===== config.mk =====
export PLATFORM = sky130hd
export DESIGN_NAME = bin_to_bcd_seq
export DESIGN_NICKNAME = d
export VERILOG_FILES = /design/src/rtl/bin_to_bcd_seq_pkg.sv /design/src/rtl/bcd_add3_digit.sv /design/src/rtl/bin_to_bcd_seq.sv
export SDC_FILE = /design/constraint.sdc
export NUM_CORES = 1
export LEC_CHECK = 0
export ABC_CLOCK_PERIOD_IN_PS = 1950
export CORE_ASPECT_RATIO = 0.7
export CORE_MARGIN = 2
export CORE_UTILIZATION = 45
export DETAILED_ROUTE_END_ITERATION = 10
export GPL_TIMING_DRIVEN = 0
export HOLD_SLACK_MARGIN = 0.08
export PLACE_DENSITY = 0.66
export SETUP_SLACK_MARGIN = 0.3
export SLEW_MARGIN = 10
export SYNTH_ARGS = -nofsm -noshare
export SYNTH_HDL_FRONTEND = slang
export SYNTH_HIERARCHICAL = 1
export SYNTH_SLANG_ARGS = --single-unit

===== constraint.sdc =====
create_clock -name clk -period 1.95 [get_ports clk]
set_clock_uncertainty 0.2 [all_clocks]
set_input_delay 0.585 -clock clk [delete_from_list [all_inputs] [get_ports clk]]
set_output_delay 0.585 -clock clk [all_outputs]
set_load 0.05 [all_outputs]

===== src/rtl/bin_to_bcd_seq_pkg.sv =====
// Shared constants for the sequential binary-to-BCD converter.
package bin_to_bcd_seq_pkg;

  localparam logic [3:0] BCD_BLANK = 4'b1111;

  typedef enum logic [1:0] {
    ST_IDLE  = 2'd0,
    ST_SHIFT = 2'd1,
    ST_DONE  = 2'd2
  } state_t;

  // 10**n, evaluated at elaboration for the overflow threshold
  function automatic logic [63:0] pow10(input int n);
    logic [63:0] r;
    r = 64'd1;
    for (int i = 0; i < n; i++) r = r * 64'd10;
    return r;
  endfunction

endpackage


===== src/rtl/bcd_add3_digit.sv =====
// Double-dabble digit correction: add 3 to a BCD digit that is 5 or more.
module bcd_add3_digit (
  input  logic [3:0] d,
  output logic [3:0] q
);

  assign q = (d >= 4'd5) ? d + 4'd3 : d;

endmodule


===== src/rtl/bin_to_bcd_seq.sv =====
// Sequential shift-and-add-3 binary to packed BCD converter with
// optional leading-zero blanking for the 7-segment decoders.
module bin_to_bcd_seq
  import bin_to_bcd_seq_pkg::*;
#(
  parameter int WIDTH         = 10,
  parameter int DIGITS        = 4,
  parameter int BLANK_LEADING = 1
) (
  input  logic                  clk,
  input  logic                  rst,
  input  logic                  start,
  input  logic [WIDTH-1:0]      bin,
  output logic                  busy,
  output logic                  done,
  output logic [4*DIGITS-1:0]   bcd,
  output logic                  ovf
);

  localparam int CW = $clog2(WIDTH + 1);
  localparam logic [63:0] MAXV = pow10(DIGITS) - 64'd1;
  // Representation of 0: units digit 0, upper digits blank when enabled
  localparam logic [4*DIGITS-1:0] BCD_RST =
    (BLANK_LEADING != 0) ? ({(4*DIGITS){1'b1}} << 4) : '0;

  state_t              state;
  logic [CW-1:0]       cnt;
  logic [WIDTH-1:0]    bsr;
  logic [4*DIGITS-1:0] acc;
  logic [4*DIGITS-1:0] acc_adj;
  logic [4*DIGITS-1:0] bcd_nxt;
  logic                ovf_q;
  logic                lead;

  for (genvar g = 0; g < DIGITS; g++) begin : g_dig
    bcd_add3_digit u_add3 (
      .d(acc[4*g +: 4]),
      .q(acc_adj[4*g +: 4])
    );
  end

  // Blank zero digits above the first nonzero one; overflow blanks all
  always_comb begin
    bcd_nxt = acc;
    lead    = 1'b1;
    if (BLANK_LEADING != 0) begin
      for (int k = DIGITS - 1; k >= 1; k--) begin
        if (lead && (acc[4*k +: 4] == 4'd0)) bcd_nxt[4*k +: 4] = BCD_BLANK;
        else                                 lead = 1'b0;
      end
    end
    if (ovf_q) bcd_nxt = '1;
  end

  always_ff @(posedge clk or posedge rst) begin
    if (rst) begin
      state <= ST_IDLE;
      busy  <= 1'b0;
      done  <= 1'b0;
      ovf   <= 1'b0;
      ovf_q <= 1'b0;
      cnt   <= '0;
      bsr   <= '0;
      acc   <= '0;
      bcd   <= BCD_RST;
    end else begin
      done <= 1'b0;
      case (state)
        ST_IDLE: begin
          if (start) begin
            bsr   <= bin;
            acc   <= '0;
            cnt   <= CW'(WIDTH);
            ovf_q <= (64'(bin) > MAXV);
            busy  <= 1'b1;
            state <= ST_SHIFT;
          end
        end
        ST_SHIFT: begin
          acc <= {acc_adj[4*DIGITS-2:0], bsr[WIDTH-1]};
          bsr <= bsr << 1;
          cnt <= cnt - CW'(1);
          if (cnt == CW'(1)) state <= ST_DONE;
        end
        ST_DONE: begin
          bcd   <= bcd_nxt;
          ovf   <= ovf_q;
          done  <= 1'b1;
          busy  <= 1'b0;
          state <= ST_IDLE;
        end
        default: state <= ST_IDLE;
      endcase
    end
  end

endmodule


==> metrics.txt, run 1 <==
# TYPE chip_impl_metric gauge
chip_impl_metric{name="drc",unit=""} 0
chip_impl_info{name="crit_path_class",value="register to output pin"} 1
chip_impl_metric{name="detailroute.via_count",unit=""} 2165
chip_impl_metric{name="vias_in_the_first_global_route",unit=""} 1991
chip_impl_metric{name="standard_cell_rows",unit=""} 23
chip_impl_metric{name="cts_buffers",unit=""} 5
chip_impl_metric{name="setup_viol_count_final",unit=""} 0
chip_impl_metric{name="power-per-cell-area",unit="nW/um2"} 1720
chip_impl_metric{name="port-buffer-count",unit=""} 30
chip_impl_metric{name="detailed_place.area",unit="um2"} 3040
chip_impl_metric{name="grt_max_degree",unit=""} 26
chip_impl_metric{name="globalRouteOverflowTotal",unit=""} 0
chip_impl_metric{name="crit_path_max_fanout",unit=""} 2
chip_impl_metric{name="final_cells",unit=""} 416
chip_impl_info{name="worst_path_dominant_cell_family",value="flip-flops"} 1
chip_impl_info{name="rsz0062_at_grt",value="true"} 1
chip_impl_metric{name="syn_area_cell",unit="um2"} 9.33
chip_impl_metric{name="holdBufCountCts",unit=""} 0
chip_impl_metric{name="first_pass_grt_wire_length",unit="um"} 9670
chip_impl_metric{name="tightestPinTransition",unit="ns"} 0.608
chip_impl_info{name="timing.critical_path.from_type",value="register"} 1
chip_impl_metric{name="dr.first_iter.drc_count",unit=""} 90
chip_impl_metric{name="arrival",unit="ns"} 1.03
chip_impl_metric{name="dp_wirelength",unit="um"} 3710
chip_impl_metric{name="grt_use_met1",unit=""} 0.279
chip_impl_info{name="cts_tree",value="done"} 1
chip_impl_metric{name="final_hold_viol_count",unit=""} 0
chip_impl_metric{name="core",unit="um2"} 5700
chip_impl_metric{name="required",unit="ns"} 1.16
chip_impl_info{name="critical_path.cell_chain",value="buf_8"} 1
chip_impl_metric{name="die_x",unit="um"} 95.6
chip_impl_metric{name="timing.final.crit_period",unit="ns"} 1.82
chip_impl_metric{name="cts_num_sinks",unit=""} 50
chip_impl_metric{name="total_leakage_power",unit="nW"} 1.67
chip_impl_metric{name="dp_cells",unit=""} 388
chip_impl_info{name="run_status",value="finished clean"} 1
chip_impl_metric{name="syn-instance-count",unit=""} 283
chip_impl_metric{name="layout.cell_area.non_filler",unit="um2"} 3580
chip_impl_metric{name="layout-drive-gt1-share",unit=""} 0.378
chip_impl_metric{name="max_clock_freq",unit="MHz"} 551
chip_impl_info{name="root_buffer",value="sky130_fd_sc_hd__clkbuf_8"} 1
chip_impl_metric{name="route.detailed.vias_per_inst",unit=""} 5.20
chip_impl_metric{name="clock_path_buffers",unit=""} 2
chip_impl_metric{name="final.period_utilization",unit=""} 0.931
chip_impl_info{name="grt.busiest_layer",value="met2"} 1
chip_impl_metric{name="setup_ws",unit="ns"} 0.135
chip_impl_metric{name="totalWireLength",unit="um"} 6170
chip_impl_metric{name="post_drt_wl_per_cell",unit="um"} 14.8
chip_impl_metric{name="dieArea",unit="um2"} 6510
chip_impl_metric{name="maxCapViolations",unit=""} 0
chip_impl_metric{name="setup_total_negative_slack",unit="ns"} 0
chip_impl_metric{name="cp_num_buf_inv",unit=""} 1
chip_impl_info{name="setup.worst_path.end_class",value="output pin"} 1
chip_impl_metric{name="ant_nets",unit=""} 0
chip_impl_metric{name="clk_pin_slew",unit="ns"} 0.09
chip_impl_metric{name="area.growth.synth_to_final",unit="%"} 35.6
chip_impl_metric{name="synth_warnings",unit=""} 6
chip_impl_metric{name="gp_congestion",unit=""} 0.766
chip_impl_metric{name="grt_antenna_before_repair",unit=""} 0
chip_impl_metric{name="drv_slew",unit=""} 0
chip_impl_metric{name="tightest_slew_margin_relative_to_the_limit",unit=""} 0.593
chip_impl_metric{name="final_antenna_diode_count",unit=""} 0
chip_impl_metric{name="delay_of_the_slowest_cell_on_the_worst_path",unit="ns"} 0.57
chip_impl_metric{name="mappedNetlistNets",unit=""} 306
chip_impl_metric{name="fillers",unit=""} 481
chip_impl_metric{name="final_nets",unit=""} 363
chip_impl_info{name="worst_path_max_delay_cell",value="sky130_fd_sc_hd__dfstp_2"} 1
chip_impl_metric{name="utilization",unit=""} 0.628
chip_impl_metric{name="grt_use_met2",unit=""} 0.305
chip_impl_info{name="min-delay-path-class",value="register to register"} 1
chip_impl_metric{name="die_height",unit="um"} 68.1
chip_impl_metric{name="grt_util_all_layers",unit=""} 0.195
chip_impl_metric{name="clock_latency_on_the_worst_skew_pair",unit="ns"} 0.31
chip_impl_metric{name="drt_pre_antenna_iters",unit=""} 4
chip_impl_metric{name="max-vdd-ir-drop",unit="mV"} 0.722
chip_impl_metric{name="place_ws",unit="ns"} -0.314
chip_impl_metric{name="cts-htree-levels",unit=""} 2
chip_impl_metric{name="grtUsageMet3",unit=""} 0.0374
chip_impl_metric{name="post_synth_instance_area",unit="um2"} 2640
chip_impl_metric{name="design.portCount",unit=""} 32
chip_impl_metric{name="start_util",unit=""} 0.464
[sequential cells by signal, summed over array words and instances (netlist names)]
signal / cells
cnt: 4
bsr: 10
bcd: 16
state: 2
acc: 16
done: 1
busy: 1
[stage by stage]
stage          hold WS [ns]  total power [mW]
6_report              0.278              6.16
5_1_grt               0.298              6.61
4_1_cts               0.282              5.58
3_5_place_dp          0.254              4.67
3_3_place_gp          0.243              4.57
2_1_floorplan         0.257              3.96
[cell type report]
class / count / area, um2 / share of cell area
buffer: 15 / 139 / 0.0388
clock buffer: 8 / 110 / 0.0307
inverter: 13 / 55.1 / 0.0154
multi-input combinational: 205 / 1340 / 0.375
sequential: 50 / 1270 / 0.356
tap: 75 / 93.8 / 0.0262
timing repair buffer: 49 / 557 / 0.155
timing repair inverter: 1 / 7.51 / 0.00210
[path summary, 6_finish.rpt]
check	startpoint	endpoint	slack, ns	depth (start not counted)
max in group asynchronous	rst	acc[4]	0.54	2
min	bcd[15]	bcd[15]	0.28	2
min in group asynchronous	rst	state[0]	0.61	2
max reg2reg	state[0]	acc[3]	0.31	6
min reg2reg	bcd[15]	bcd[15]	0.28	2
max	bcd[13]	bcd[13]	0.13	1
[layer usage]
layer  up-vias  share of wire
met5         -              0
met4         0         0.0075
met3         5          0.033
met2        42           0.46
met1      1072           0.50
li1       1046              -
[repair_timing]
item	in CTS	in global routing
buffers inserted	4	13
endpoints found under the setup margin	87	51
pin swaps	1	34
resized for setup	146	43
gates cloned	1	2
[where the power goes]
group          internal, mW  leakage, nW  switching, mW
clock                 0.359       0.0575          0.349
combinational          1.54         1.02           1.88
sequential             1.53        0.594          0.500
[layout by cell type (no fill, tap or decap), types with 2 or more instances in the layout]
cell                              count
sky130_fd_sc_hd__a21oi_1              5
sky130_fd_sc_hd__a21oi_2              2
sky130_fd_sc_hd__a21oi_4              2
sky130_fd_sc_hd__a22oi_1              9
sky130_fd_sc_hd__buf_12               4
sky130_fd_sc_hd__buf_2                5
sky130_fd_sc_hd__buf_4               19
sky130_fd_sc_hd__buf_6                8
sky130_fd_sc_hd__buf_8               12
sky130_fd_sc_hd__clkbuf_16            2
sky130_fd_sc_hd__clkbuf_2             2
sky130_fd_sc_hd__clkbuf_8             8
sky130_fd_sc_hd__clkdlybuf4s50_1     11
sky130_fd_sc_hd__clkinvlp_4           2
sky130_fd_sc_hd__dfrtp_1             31
sky130_fd_sc_hd__dfrtp_2              7
sky130_fd_sc_hd__dfstp_2             12
sky130_fd_sc_hd__ha_1                 4
sky130_fd_sc_hd__ha_2                 3
sky130_fd_sc_hd__ha_4                 3
sky130_fd_sc_hd__inv_1                8
sky130_fd_sc_hd__inv_2                3
sky130_fd_sc_hd__mux2i_1              8
sky130_fd_sc_hd__nand2_1             78
sky130_fd_sc_hd__nand2b_1             7
sky130_fd_sc_hd__nand2b_4             2
sky130_fd_sc_hd__nand3_1              2
sky130_fd_sc_hd__nand3_2             26
sky130_fd_sc_hd__nand4_1              2
sky130_fd_sc_hd__nor2_1              17
sky130_fd_sc_hd__o21ai_0              8
sky130_fd_sc_hd__o21ai_1             10
sky130_fd_sc_hd__xnor2_1              4
Power figures use the tool's default switching activity.
==> run 2: changes to the inputs <==
--- a/config.mk
+++ b/config.mk
@@ -9,6 +9,7 @@
 export CORE_ASPECT_RATIO = 0.7
 export CORE_MARGIN = 2
 export CORE_UTILIZATION = 45
+export CTS_CLUSTER_DIAMETER = 30
 export DETAILED_ROUTE_END_ITERATION = 10
 export GPL_TIMING_DRIVEN = 0
 export HOLD_SLACK_MARGIN = 0.08
==> results of run 2 <==
No change in the layout: final DEF, timing and power equal those of run 1.
